## config.mk

```make
export PLATFORM = sky130hd
export DESIGN_NAME = dec_to_bin_seq
export DESIGN_NICKNAME = d
export VERILOG_FILES = /design/src/rtl/dec_bin_pkg.sv /design/src/rtl/bcd_digit_adj.sv /design/src/rtl/dec_to_bin_seq.sv
export SDC_FILE = /design/constraint.sdc
export NUM_CORES = 1
export LEC_CHECK = 0
export CAP_MARGIN = 20
export CORE_MARGIN = 4
export CORE_UTILIZATION = 40
export DETAILED_ROUTE_END_ITERATION = 6
export PLACE_DENSITY = 0.64
export SETUP_SLACK_MARGIN = 0.5
export SYNTH_ARGS = -nofsm -noshare
export SYNTH_HDL_FRONTEND = slang
export SYNTH_SLANG_ARGS = --single-unit
```

## constraint.sdc

```tcl
create_clock -name i_clk -period 5.2 [get_ports i_clk]
set_input_delay 1.04 -clock i_clk [delete_from_list [all_inputs] [get_ports i_clk]]
set_output_delay 1.04 -clock i_clk [all_outputs]
set_load 0.01 [all_outputs]
```

## src/rtl/dec_bin_pkg.sv

```systemverilog
// Shared constants, state encoding and width helper for the BCD <-> binary converters.
package dec_bin_pkg;

    typedef enum logic [1:0] {
        IDLE  = 2'd0,
        SHIFT = 2'd1,
        DONE  = 2'd2
    } state_t;

    localparam logic [3:0] BCD_MAX    = 4'd9;
    localparam logic [3:0] ADJ_THRESH = 4'd8;
    localparam logic [3:0] ADJ_VAL    = 4'd3;

    // Smallest n with 2**n >= 10**digits: the minimum binary width for a digits-wide BCD value.
    function automatic int clog2_pow10(input int digits);
        longint p;
        int     n;
        p = 1;
        n = 0;
        for (int i = 0; i < digits; i++) p = p * 10;
        for (int i = 0; i < 64; i++) begin
            if ((longint'(1) << n) < p) n++;
        end
        return n;
    endfunction

endpackage

```

## src/rtl/bcd_digit_adj.sv

```systemverilog
// One BCD digit correction cell for reverse double-dabble: subtract 3 when the digit is >= 8.
module bcd_digit_adj
    import dec_bin_pkg::*;
(
    input  logic [3:0] i_d,
    output logic [3:0] o_d
);

    always_comb begin
        o_d = i_d;
        if (i_d >= ADJ_THRESH) o_d = i_d - ADJ_VAL;
    end

endmodule

```

## src/rtl/dec_to_bin_seq.sv

```systemverilog
// Sequential packed-BCD to unsigned binary converter, one reverse double-dabble step per clock.
// Handshake: o_valid rises with o_bin/o_err stable and holds until a rising edge sees i_ready=1.
module dec_to_bin_seq
    import dec_bin_pkg::*;
#(
    parameter int DIGITS = 2,
    parameter int BIN_W  = 7
) (
    input  logic                  i_clk,
    input  logic                  i_rst_n,
    input  logic                  i_start,
    input  logic [4*DIGITS-1:0]   i_bcd,
    input  logic                  i_ready,
    output logic                  o_busy,
    output logic                  o_valid,
    output logic                  o_err,
    output logic [BIN_W-1:0]      o_bin,
    output logic [1:0]            o_dbg_state
);

    localparam int BCD_W = 4 * DIGITS;
    localparam int WR_W  = BCD_W + BIN_W;
    localparam int CNT_W = $clog2(BIN_W + 1);

    state_t             state_q, state_d;
    logic [WR_W-1:0]    wr_q, wr_d;
    logic [CNT_W-1:0]   cnt_q, cnt_d;
    logic               valid_q, valid_d;
    logic               err_q, err_d;
    logic [BIN_W-1:0]   bin_q, bin_d;

    logic [WR_W-1:0]    shifted;
    logic [BCD_W-1:0]   adj_bcd;
    logic [WR_W-1:0]    wr_step;
    logic               digit_bad;

    assign shifted = wr_q >> 1;

    for (genvar g = 0; g < DIGITS; g++) begin : g_adj
        bcd_digit_adj u_adj (
            .i_d (shifted[BIN_W + 4*g +: 4]),
            .o_d (adj_bcd[4*g +: 4])
        );
    end

    assign wr_step = {adj_bcd, shifted[BIN_W-1:0]};

    always_comb begin
        digit_bad = 1'b0;
        for (int g = 0; g < DIGITS; g++) begin
            if (i_bcd[4*g +: 4] > BCD_MAX) digit_bad = 1'b1;
        end
    end

    always_comb begin
        state_d = state_q;
        wr_d    = wr_q;
        cnt_d   = cnt_q;
        valid_d = valid_q;
        err_d   = err_q;
        bin_d   = bin_q;
        case (state_q)
            IDLE: begin
                if (i_start) begin
                    if (digit_bad) begin
                        state_d = DONE;
                        valid_d = 1'b1;
                        err_d   = 1'b1;
                        bin_d   = '0;
                    end else begin
                        state_d = SHIFT;
                        wr_d    = {i_bcd, {BIN_W{1'b0}}};
                        cnt_d   = CNT_W'(BIN_W);
                        err_d   = 1'b0;
                    end
                end
            end
            SHIFT: begin
                wr_d  = wr_step;
                cnt_d = cnt_q - CNT_W'(1);
                // Last step: publish the bin field including this cycle's shift.
                if (cnt_q == CNT_W'(1)) begin
                    state_d = DONE;
                    valid_d = 1'b1;
                    bin_d   = wr_step[BIN_W-1:0];
                end
            end
            DONE: begin
                if (i_ready) begin
                    state_d = IDLE;
                    valid_d = 1'b0;
                end
            end
            default: state_d = IDLE;
        endcase
    end

    always_ff @(posedge i_clk or negedge i_rst_n) begin
        if (!i_rst_n) begin
            state_q <= IDLE;
            wr_q    <= '0;
            cnt_q   <= '0;
            valid_q <= 1'b0;
            err_q   <= 1'b0;
            bin_q   <= '0;
        end else begin
            state_q <= state_d;
            wr_q    <= wr_d;
            cnt_q   <= cnt_d;
            valid_q <= valid_d;
            err_q   <= err_d;
            bin_q   <= bin_d;
        end
    end

    // After the final shift every BCD digit must have drained to zero.
    always @(posedge i_clk) begin
        if (i_rst_n && state_q == SHIFT && cnt_q == CNT_W'(1)) begin
            assert (wr_step[WR_W-1:BIN_W] == '0);
            assert (BIN_W >= clog2_pow10(DIGITS));
        end
    end

    assign o_busy      = (state_q == SHIFT);
    assign o_valid     = valid_q;
    assign o_err       = err_q;
    assign o_bin       = bin_q;
    assign o_dbg_state = state_q;

endmodule

```

# Word level (Yosys, flattened, before mapping)
# Cells that the tools add are included.
totals:
  register_bits: 29
  latchBits: 0
  ram_bits: 0
  mem_bits_ro: 0
  output_inout_bits: 12
  n_memories: 0
classes:
  n_addsub: 3
  multipliers: 0
  div_mod_pow: 0
  magnitude_cmp: 4
  n_eq_ne: 8
  shifts: 0
  muxes: 25
  bitwise_logic: 0
  n_reduce_logical: 8
ops:
  columns: ["cell", "count"]
  rows:
  - ["$mux 15", 2]
  - ["$pmux 15 s2", 1]
  - ["$mux 7", 3]
  - ["$pmux 7 s2", 1]
  - ["$gt 4x4->1 const B", 2]
  - ["$mux 2", 4]
  - ["$mux 4", 2]
  - ["$ne 2x2->1 const B", 4]
  - ["$mux 1", 7]
  - ["$mux 3", 2]
  - ["$pmux 2 s3", 1]
  - ["$pmux 3 s2", 1]
  - ["$reduce_and 3->1", 2]
  - ["$reduce_and 5->1", 1]
  - ["$ge 3x4->1 const B", 1]
  - ["$ge 4x4->1 const B", 1]
  - ["$reduce_and 4->1", 1]
  - ["$sub 3x2->4 const B", 1]
  - ["$sub 4x2->4 const B", 1]
  - ["$eq 3x1->1 const B", 1]
  - ["$pmux 1 s3", 1]
  - ["$reduce_bool 3->1", 1]
  - ["$sub 3x1->3 const B", 1]
  - ["$eq 2x1->1 const B", 1]
  - ["other kinds (5)", 5]

# Logic depth before layout (Yosys ltp)
# Gate-level depths: netlist of the first run.
logic_depth:
  ltp_word: 6
  mapped_depth: 8
  ltp_nobuf: 6

# Cells and area by module
# From an unflattened synthesis of the first run, not the netlist that was laid out.
hier_totals:
  cells_unflattened: 152
  area_unflattened_um2: 1531.5
modules_own_cells:
  columns: ["module", "instances", "cells_each", "area_per_inst_um2", "seq_area_each_um2"]
  rows:
  - ["dec_to_bin_seq", 1, 130, 1378.8, 700.7]
  - ["bcd_digit_adj", 2, 11, 76.3, 0.0]

# Worst setup path after synthesis of the first run
# No wires, ideal clock.
synth_path:
  path_type: "input to register"
  start: "input port i_bcd[6]"
  end: "register bin_q[4], in the netlist o_bin[4]"
  setup_time_ns: 0.128
  arrival_ns: 1.967
  required_ns: 5.072
  path_slack_ns: 3.106
  path_stages: 4
  n_path_buf: 0
  cell_sequence: "o21ai_2 -> a21oi_1 -> o2bb2ai_4 -> mux2_1"
synth_between:
  elab_chain_cells: 4
synth_lines:
  columns: ["item", "line", "text"]
  rows:
  - ["start: declaration", "dec_to_bin_seq.sv:12", "input logic [4*DIGITS-1:0] i_bcd,"]
  - ["$gt 4x4->1", "dec_to_bin_seq.sv:51", "if (i_bcd[4*g +: 4] > BCD_MAX) digit_bad = 1'b1;"]
  - ["$mux 1", "dec_to_bin_seq.sv:51", null]
  - ["$ne 2x2->1 (no line)", null, null]
  - ["$reduce_and 4->1 (no line)", null, null]
  - ["end signal: assignment", "dec_to_bin_seq.sv:112", "bin_q <= bin_d;"]
  - ["end: declaration", "dec_to_bin_seq.sv:30", "logic [BIN_W-1:0] bin_q, bin_d;"]
# No other way between the ends.
# A chain may end at the register's enable or synchronous reset.

# Final worst setup path of the first run
layout_path:
  start: "register state_q[1], in the netlist o_dbg_state[1]"
  end: "output port o_busy"
layout_between:
  elab_chain_cells: 1
layout_lines:
  columns: ["item", "line", "text"]
  rows:
  - ["start: declaration", "dec_to_bin_seq.sv:25", "state_t state_q, state_d;"]
  - ["start signal: assignment", "dec_to_bin_seq.sv:107", "state_q <= state_d;"]
  - ["$eq 2x1->1", "dec_to_bin_seq.sv:124", "assign o_busy = (state_q == SHIFT);"]
  - ["end: declaration", "dec_to_bin_seq.sv:14", "output logic o_busy,"]
# No other way between the ends.

==> results of run 1 <==
-- worst paths after layout --
| path | startpoint | endpoint | slack (ps) |
|---|---|---|---|
| max in group asynchronous | i_rst_n | wr_q[3]$_DFFE_PN0P_ | 3870 |
| min in group asynchronous | i_rst_n | o_dbg_state[0]$_DFFE_PN0P_ | 1070 |
| min reg2reg | wr_q[12]$_DFFE_PN0P_ | wr_q[12]$_DFFE_PN0P_ | 500 |
| max | o_dbg_state[1]$_DFFE_PN0P_ | o_busy | 2490 |
| max reg2reg | o_dbg_state[1]$_DFFE_PN0P_ | wr_q[4]$_DFFE_PN0P_ | 3090 |
| min | wr_q[12]$_DFFE_PN0P_ | wr_q[12]$_DFFE_PN0P_ | 500 |
-- metrics by stage --
stage          total power (W)  hold slack, ps  std cells   util
2_1_floorplan         0.000557             442        146      -
3_5_place_dp          0.000654             468        209  0.503
5_1_grt               0.000875             531        215  0.530
3_3_place_gp          0.000635             461        209  0.503
6_report              0.000808             499        215  0.530
4_1_cts               0.000800             503        213  0.518
-- flip-flops by register name, indices dropped and copies added (netlist names) --
register     count
wr_q            14
o_valid          1
o_err            1
cnt_q            3
o_bin            7
o_dbg_state      2
-- layer usage --
metal / wire length (um) / vias to the layer above
li1: - / 534
met1: 1230 / 533
met2: 1390 / 24
met3: 101 / 4
met4: 42 / 0
met5: 0 / -
-- synthesized netlist by cell type (all sizes together) --
| cell type | n | area, um^2 |
|---|---|---|
| clkbuf | 1 | 3.75 |
| nand3 | 5 | 25.0 |
| o22ai | 1 | 6.26 |
| ha | 7 | 87.6 |
| and2b | 1 | 7.51 |
| dfrtp | 28 | 701 |
| a21o | 1 | 7.51 |
| nand2 | 24 | 90.1 |
| a41oi | 1 | 8.76 |
| nand2b | 3 | 26.3 |
| mux2 | 3 | 33.8 |
| a222oi | 2 | 20.0 |
| o2bb2ai | 1 | 27.5 |
| a21oi | 6 | 30.0 |
| and2 | 1 | 6.26 |
| mux2i | 12 | 120 |
| o21ai | 17 | 92.6 |
| buf | 6 | 36.3 |
| o22a | 1 | 8.76 |
| o211ai | 2 | 15.0 |
| nor2 | 4 | 15.0 |
| inv | 16 | 60.1 |
| xnor2 | 2 | 17.5 |
| o21a | 1 | 7.51 |
-- critical path, cell delays in order, from the launching register on --
cell             delay, ps
dfrtp_1                440
inv_1                   90
ha_1                   250
clkdlybuf4s50_1        570
-- layout make-up --
cell class,count,area [um^2]
Clock buffer,3,22.5
Clock inverter,1,30.0
Fill cell,326,1610
Inverter,16,60.1
Multi-Input combinational cell,95,661
Sequential cell,28,701
Tap cell,46,57.6
Timing Repair Buffer,26,278
-- power by group through the flow --
stage                     Combinational (W)  Sequential (W)  Clock [W]
after floorplan                    0.000238        0.000319          0
after global placement             0.000320        0.000315          0
after detailed placement           0.000336        0.000318          0
after CTS                          0.000338        0.000313   0.000149
after global routing               0.000396        0.000320   0.000159
final                              0.000352        0.000313   0.000143
-- logic make-up (layout without fill, tap and decap cells) --
logic type	after synthesis	count (layout)
mux	15	15
xor+xnor	2	2
fa+ha+maj	7	7
simple gates	38	38
compound gates	33	33
flops	28	28
buf+inv	23	46
==> flow_summary.toml, run 1 <==
[setup_path]
timing.critical_path.fanout_max = 4
critical_path_arrival_ps = 1670
startpoint_type = "flip-flop"
critPathCaptureType = "output port"
worst_path_class_setup = "reg -> out"
critPathRequiredTime_ps = 4160
worst_r2r_path_depth = 7

[timing]
finalCritPeriodShare = 0.522
setup-violations-final = 0
crit_path_setup_slack_layout_ps = 2490
tns_ps = 0
minimum_period_implied_by_the_final_worst_setup_slack_ps = 2710
transition_time_of_the_tightest_slew_check_pin_ps = 619
fmax_mhz = 369
grt_setup_unrepaired = "false"
max_slew_margin = 0.587
hold_viol = 0
finClkSkew_ps = 2.53
slew_violations = 0

[cells_and_area]
layout_common_cells = "dfrtp_1 (28), nand2_1 (24), clkdlybuf4s50_1 (23), inv_1 (16), o21ai_0 (15)"
post_route_cells_drive_above_1_share = 0.0769
mostFrequentLayoutCell = "dfrtp_1"
antennaDiodeCount = 0
design.final.nets = 189
areaGrowthSynthToFinish_pct = 24.4
postLayoutCellArea_um2 = 1810

[placed_design]
dpl_cell_area_um2 = 1720
dpl.hpwl_mm = 1.96
number_of_port_buffers = 23
dpl_worst_slack_ps = 2060
gpl_wtd_cong = 0.687

[run_status]
outcome = "finished, final reports clean"

[floorplan]
rows = 21
io_pins = 24
core_um2 = 3420
initial_utilization = 0.426
die_x_um = 68.3
fp.dieH_um = 68.3
die_area_um2 = 4660

[logic_synthesis]
flops_latches_synth = 28
synth_adder_area_share = 0.0602
synth_simple_gate_area_frac = 0.117
post_synth_num_cell_types = 28
synth.avg_cell_area_um2 = 9.96
yosysSeqAreaShare = 0.482
synthMuxAreaShare = 0.106
ys_warn_count = 0
synth_top_family_by_area = "compound AO/OA/AOI/OAI gates"
syn-num-nets = 165
synth.cell_area_um2 = 1450
syn-instance-count = 146
synth_compound_gate_area_share = 0.154
synthXorXnorAreaFrac = 0.0120

[global_route]
grt_start_max_net_pins = 31
antenna_found_initial = 0
grt_util_met1 = 0.171
grt_use_met2 = 0.218
grt_util_all_layers = 0.133
grt_most_used_layer = "met2"
globalRouteOverflowTotal = 0
first_global_vias = 1068
grt_first_pass_wirelength_mm = 4.64
grt.met3_usage = 0.0263

[cts]
post-cts-setup-buffers = 0
cts_tree = "yes"
clock-sinks = 28
post_cts_resize_count = 0
cts-htree-levels = 1
clk_latency_ps = 330
cts-buffers-inserted = 3
clkTransAtPathRegs_ps = 150
clk_path_buf_depth = 2
cts_hold_repair.buffers = 0
clk_root_buffer_cell = "clkbuf_4"

[power]
power.density_cell_area_nw_per_um2 = 447
power_switching_share = 0.359
power_switching_w = 0.000290
seq_power_share = 0.387
vdd_drop_max_uv = 226
combPwrFrac = 0.436
p_int_w = 0.000518
reported_leakage_power_nw = 0.827
power_frac_clock = 0.178

[routing]
wl_per_cell_um = 12.8
total_wire_length_mm = 2.76
dr_total_vias = 1095
post_drt_via_cell_ratio = 5.09
antenna_violating_nets_remaining = 0
detailed_route_iter0_violations = 45
drc = 0
first_pass_iters = 4

[worst_hold_path]
timing.hold.worst_path_depth = 2
min_path_type = "reg -> reg"

[job]
max_cap_viol_count = 0
Power figures use the tool's default switching activity.
==> run 2: changes to the inputs <==
==> constraint.sdc (replaced) <==
create_clock -name i_clk -period 2.84 [get_ports i_clk]
set_input_delay 0.568 -clock i_clk [delete_from_list [all_inputs] [get_ports i_clk]]
set_output_delay 0.568 -clock i_clk [all_outputs]
set_load 0.01 [all_outputs]
==> flow_summary.toml, run 2 (synthesis gave the netlist of run 1 again) <==
[floorplan]
die_area_um2 = 4660
core_um2 = 3420
fp.dieH_um = 68.3
io_pins = 24
die_x_um = 68.3
rows = 21
initial_utilization = 0.426

[cells_and_area]
final-instance-count-excl-fill = 216
layout_common_cells = "dfrtp_1 (28), nand2_1 (24), clkdlybuf4s50_1 (23), inv_1 (16), o21ai_0 (15)"
largest_reg_flops = 14
postLayoutCellArea_um2 = 1790
mostFrequentLayoutCell = "dfrtp_1"
design.final.nets = 190
max_flop_register = "wr_q"
antennaDiodeCount = 0
areaGrowthSynthToFinish_pct = 23.2
post_route_cells_drive_above_1_share = 0.0824

[timing]
setup-violations-final = 0
tns_ps = 0
transition_time_of_the_tightest_slew_check_pin_ps = 644
max_slew_margin = 0.570
finClkSkew_ps = 8.81
fmax_mhz = 455
minimum_period_implied_by_the_final_worst_setup_slack_ps = 2200
grt_setup_unrepaired = "false"
finalCritPeriodShare = 0.774
hold_viol = 0
crit_path_setup_slack_layout_ps = 642
slew_violations = 0

[setup_path]
critical_path.slowest_cell = "clkdlybuf4s50_1"
reg2reg_setup_slack_ps = 730
critPathCaptureType = "output port"
crit-reg2reg-launch = "o_dbg_state[0]$_DFFE_PN0P_"
path_buf_inv = 2
critPathRequiredTime_ps = 2270
critPathCapture = "o_busy"
crit_path_max_incr_delay_ps = 560
worst_path_class_setup = "reg -> out"
path_depth = 3
cpLargestDelayFamily = "buffers and inverters"
startpoint_type = "flip-flop"
r2r_end = "wr_q[14]$_DFFE_PN0P_"
launching_element_of_the_worst_setup_path = "o_dbg_state[1]$_DFFE_PN0P_"
timing.critical_path.fanout_max = 4
timing.critical_path.cells = "inv_1 > ha_1 > clkdlybuf4s50_1"
critical_path_arrival_ps = 1630
worst_r2r_path_depth = 6

[global_route]
grt_start_max_net_pins = 29
globalRouteOverflowTotal = 0
grt_util_all_layers = 0.125
first_global_vias = 972
antenna_found_initial = 0
grt_first_pass_wirelength_mm = 4.39

[routing]
drc = 0
dr_total_vias = 1065
antenna_violating_nets_remaining = 0
post_drt_via_cell_ratio = 4.93
first_pass_iters = 4
detailed_route_iter0_violations = 47
wl_per_cell_um = 12.3
total_wire_length_mm = 2.65

[cts]
cts_tree = "yes"
clock-sinks = 28
clkTransAtPathRegs_ps = 160
clk_latency_ps = 330
cts_hold_repair.buffers = 0
post-cts-setup-buffers = 0
cts-buffers-inserted = 3
post_cts_resize_count = 0
cts-htree-levels = 1
clk_path_buf_depth = 2
clk_root_buffer_cell = "clkbuf_4"

[placed_design]
dpl_cell_area_um2 = 1740
dpl.hpwl_mm = 1.96
gpl_wtd_cong = 0.718
dpl_worst_slack_ps = 554
number_of_port_buffers = 23
placed_cells_incl_taps = 212

[power]
vdd_drop_max_uv = 383
power.density_cell_area_nw_per_um2 = 812
reported_leakage_power_nw = 0.822

[run_status]
outcome = "finished, final reports clean"

[job]
max_cap_viol_count = 0

[worst_hold_path]
min_path_type = "reg -> reg"
run 2: changes by cell type in the layout (fill, tap and decap cells not counted):
cell,change
buf_8,-1
clkbuf_16,-1
buf_4,+3
run 2: how the worst min path moves through the flow:
stage                                    start              endpoint  slack (ps)  cells after the start
after floorplan                        i_rst_n  cnt_q[0]$_DFFE_PN0P_         270                      0
after global placement     wr_q[3]$_DFFE_PN0P_   wr_q[3]$_DFFE_PN0P_         460                      2
after detailed placement   wr_q[5]$_DFFE_PN0P_   wr_q[5]$_DFFE_PN0P_         470                      2
after CTS                  wr_q[5]$_DFFE_PN0P_   wr_q[5]$_DFFE_PN0P_         500                      2
after global routing      wr_q[12]$_DFFE_PN0P_  wr_q[12]$_DFFE_PN0P_         530                      2
final                      wr_q[5]$_DFFE_PN0P_   wr_q[5]$_DFFE_PN0P_         500                      2
run 2: stage by stage:
step | total power (W) | util | hold slack [ps]
detailed placement | 0.00121 | 0.509 | 469
floorplan | 0.00102 | - | 272
global route | 0.00156 | 0.525 | 535
finish | 0.00145 | 0.525 | 496
CTS | 0.00148 | 0.525 | 503
global placement | 0.00118 | 0.509 | 462
run 2: metal layers:
metal	global-route usage	up-vias	wire length (um)
met4	0.0521	0	42
met5	0	-	0
met3	0.0263	5	106
met1	0.169	499	1280
li1	-	540	-
met2	0.195	21	1230
run 2: tightest hold or removal path: stages, from the launching register on:
cell and delay, ps:
dfrtp_1 360, nand2_1 40, o21ai_0 60
run 2: power by group:
group	internal, W	total [W]	switching [W]
Sequential	0.000498	0.000574	0.0000758
Clock	0.000143	0.000265	0.000122
Combinational	0.000291	0.000617	0.000326
Total	0.000931	0.00145	0.000523
run 2: area by class of cell:
class | instances | area (um^2)
Clock buffer | 3 | 22.5
Clock inverter | 1 | 30.0
Fill cell | 323 | 1620
Inverter | 16 | 60.1
Multi-Input combinational cell | 95 | 661
Sequential cell | 28 | 701
Tap cell | 46 | 57.6
Timing Repair Buffer | 27 | 260
==> run 3: changes to the inputs <==
--- a/config.mk
+++ b/config.mk
@@ -9,7 +9,7 @@
 export CORE_MARGIN = 4
 export CORE_UTILIZATION = 40
 export DETAILED_ROUTE_END_ITERATION = 6
-export PLACE_DENSITY = 0.64
+export PLACE_DENSITY = 0.66
 export SETUP_SLACK_MARGIN = 0.5
 export SYNTH_ARGS = -nofsm -noshare
 export SYNTH_HDL_FRONTEND = slang
==> constraint.sdc (replaced) <==
create_clock -name i_clk -period 2 [get_ports i_clk]
set_input_delay 0.4 -clock i_clk [delete_from_list [all_inputs] [get_ports i_clk]]
set_output_delay 0.4 -clock i_clk [all_outputs]
set_load 0.01 [all_outputs]
==> flow_summary.toml, run 3 (synthesis gave the netlist of run 1 again) <==
[setup_path]
critical_path.slowest_cell = "dfrtp_2"
timing.critical_path.fanout_max = 6
launching_element_of_the_worst_setup_path = "o_dbg_state[0]$_DFFE_PN0P_"
critPathRequiredTime_ps = 2240
path_buf_inv = 2
crit-reg2reg-launch = "o_dbg_state[0]$_DFFE_PN0P_"
timing.critical_path.cells = "inv_4 > ha_4 > and2b_2 > a41oi_4 > buf_12 > mux2_4"
critPathCapture = "wr_q[4]$_DFFE_PN0P_"
critPathCaptureType = "flip-flop"
path_depth = 6
cpLargestDelayFamily = "flip-flops"
worst_r2r_path_depth = 6
startpoint_type = "flip-flop"
reg2reg_setup_slack_ps = 300
worst_path_class_setup = "reg -> reg"
r2r_end = "wr_q[4]$_DFFE_PN0P_"
crit_path_max_incr_delay_ps = 480
critical_path_arrival_ps = 1930

[cells_and_area]
post_route_cells_drive_above_1_share = 0.254
max_flop_register = "wr_q"
design.final.nets = 205
final_util = 0.590
largest_reg_flops = 14
filler_cell_count = 315
final-instance-count-excl-fill = 231
antennaDiodeCount = 0
mostFrequentLayoutCell = "dfrtp_1"
layout_common_cells = "dfrtp_1 (27), nand2_1 (22), inv_1 (14), mux2i_1 (11), clkdlybuf4s50_1 (11)"
areaGrowthSynthToFinish_pct = 38.6

[run_status]
outcome = "finished, final reports clean"

[power]
vdd_drop_max_uv = 520
power.density_cell_area_nw_per_um2 = 1210
reported_leakage_power_nw = 0.959

[cts]
cts_tree = "yes"
cts-buffers-inserted = 3
clk_latency_ps = 330
cts-htree-levels = 1
clock-sinks = 28
clk_root_buffer_cell = "clkbuf_4"
clk_path_buf_depth = 2
clkTransAtPathRegs_ps = 160

[floorplan]
rows = 21
die_area_um2 = 4660
die_x_um = 68.3
io_pins = 24
core_um2 = 3420
initial_utilization = 0.426
fp.dieH_um = 68.3

[global_route]
globalRouteOverflowTotal = 0
grt_util_all_layers = 0.155
grt_first_pass_wirelength_mm = 5.46
grt_start_max_net_pins = 29
first_global_vias = 1206
antenna_found_initial = 0

[timing]
grt_setup_unrepaired = "true"
fmax_mhz = 589
hold_viol = 0
slew_violations = 0
finalCritPeriodShare = 0.849
setup-violations-final = 0
worst_hold_slack_ps = 426
transition_time_of_the_tightest_slew_check_pin_ps = 399
minimum_period_implied_by_the_final_worst_setup_slack_ps = 1700
tns_ps = 0
finClkSkew_ps = 8.68
max_slew_margin = 0.734

[routing]
detailed_route_iter0_violations = 24
dr_total_vias = 1132
drc = 0
first_pass_iters = 4
post_drt_via_cell_ratio = 4.90
total_wire_length_mm = 3.25
wl_per_cell_um = 14.1
antenna_violating_nets_remaining = 0

[job]
max_cap_viol_count = 0

[placed_design]
number_of_port_buffers = 23
placed_cells_incl_taps = 216
dpl.hpwl_mm = 2.30
gpl_wtd_cong = 0.734

[worst_hold_path]
min_path_type = "in -> async"
run 3: worst min path at each step:
stage	slack, ps	cells after the start	to
4_1_cts	440	2	o_valid$_DFFE_PN0P_
3_3_place_gp	460	2	wr_q[5]$_DFFE_PN0P_
6_report	430	2	o_valid$_DFFE_PN0P_
3_5_place_dp	470	2	wr_q[13]$_DFFE_PN0P_
2_1_floorplan	100	0	cnt_q[0]$_DFFE_PN0P_
5_1_grt	430	2	o_valid$_DFFE_PN0P_
run 3: metal layers:
metal	routed length (um)	vias to the layer above	part of all wire	GRT usage
li1	-	563	-	-
met1	1450	550	0.44	0.196
met2	1680	17	0.52	0.270
met3	109	2	0.034	0.0296
met4	16	0	0.0049	0.0447
met5	0	-	0	0
run 3: cell type report:
type                    count  area (um^2)  share of cell area
multi-input cells          95          748               0.371
well taps                  46         57.6              0.0286
clock buffers               3         22.5              0.0112
repair buffers             42          393               0.195
inverters                  16         62.6              0.0310
flip-flops and latches     28          702               0.348
clock inverters             1         30.0              0.0149
run 3: stage by stage:
stage               setup WS [ps]  area, um^2  power [W]
floorplan                     217        1500    0.00151
global placement              141        1800    0.00178
detailed placement           52.0        1800    0.00184
CTS                           298        1960    0.00237
global route                  245        2020    0.00263
finish                        303        2020    0.00245
run 3: power by group:
part	internal [W]	switching, W	leakage (nW)	total (W)
registers	0.000709	0.000118	0.353	0.000827
logic	0.000640	0.000606	0.579	0.00125
clock network	0.000203	0.000170	0.0279	0.000373
run 3: timing repair:
action | in CTS | in global routing
setup endpoints to repair | 39 | 29
setup buffers | 7 | 2
gates resized for setup | 32 | 14
hold buffers | 0 | 0
cloned | 1 | 1
endpoints found under the hold margin | 0 | 0
pin swaps | 5 | 2
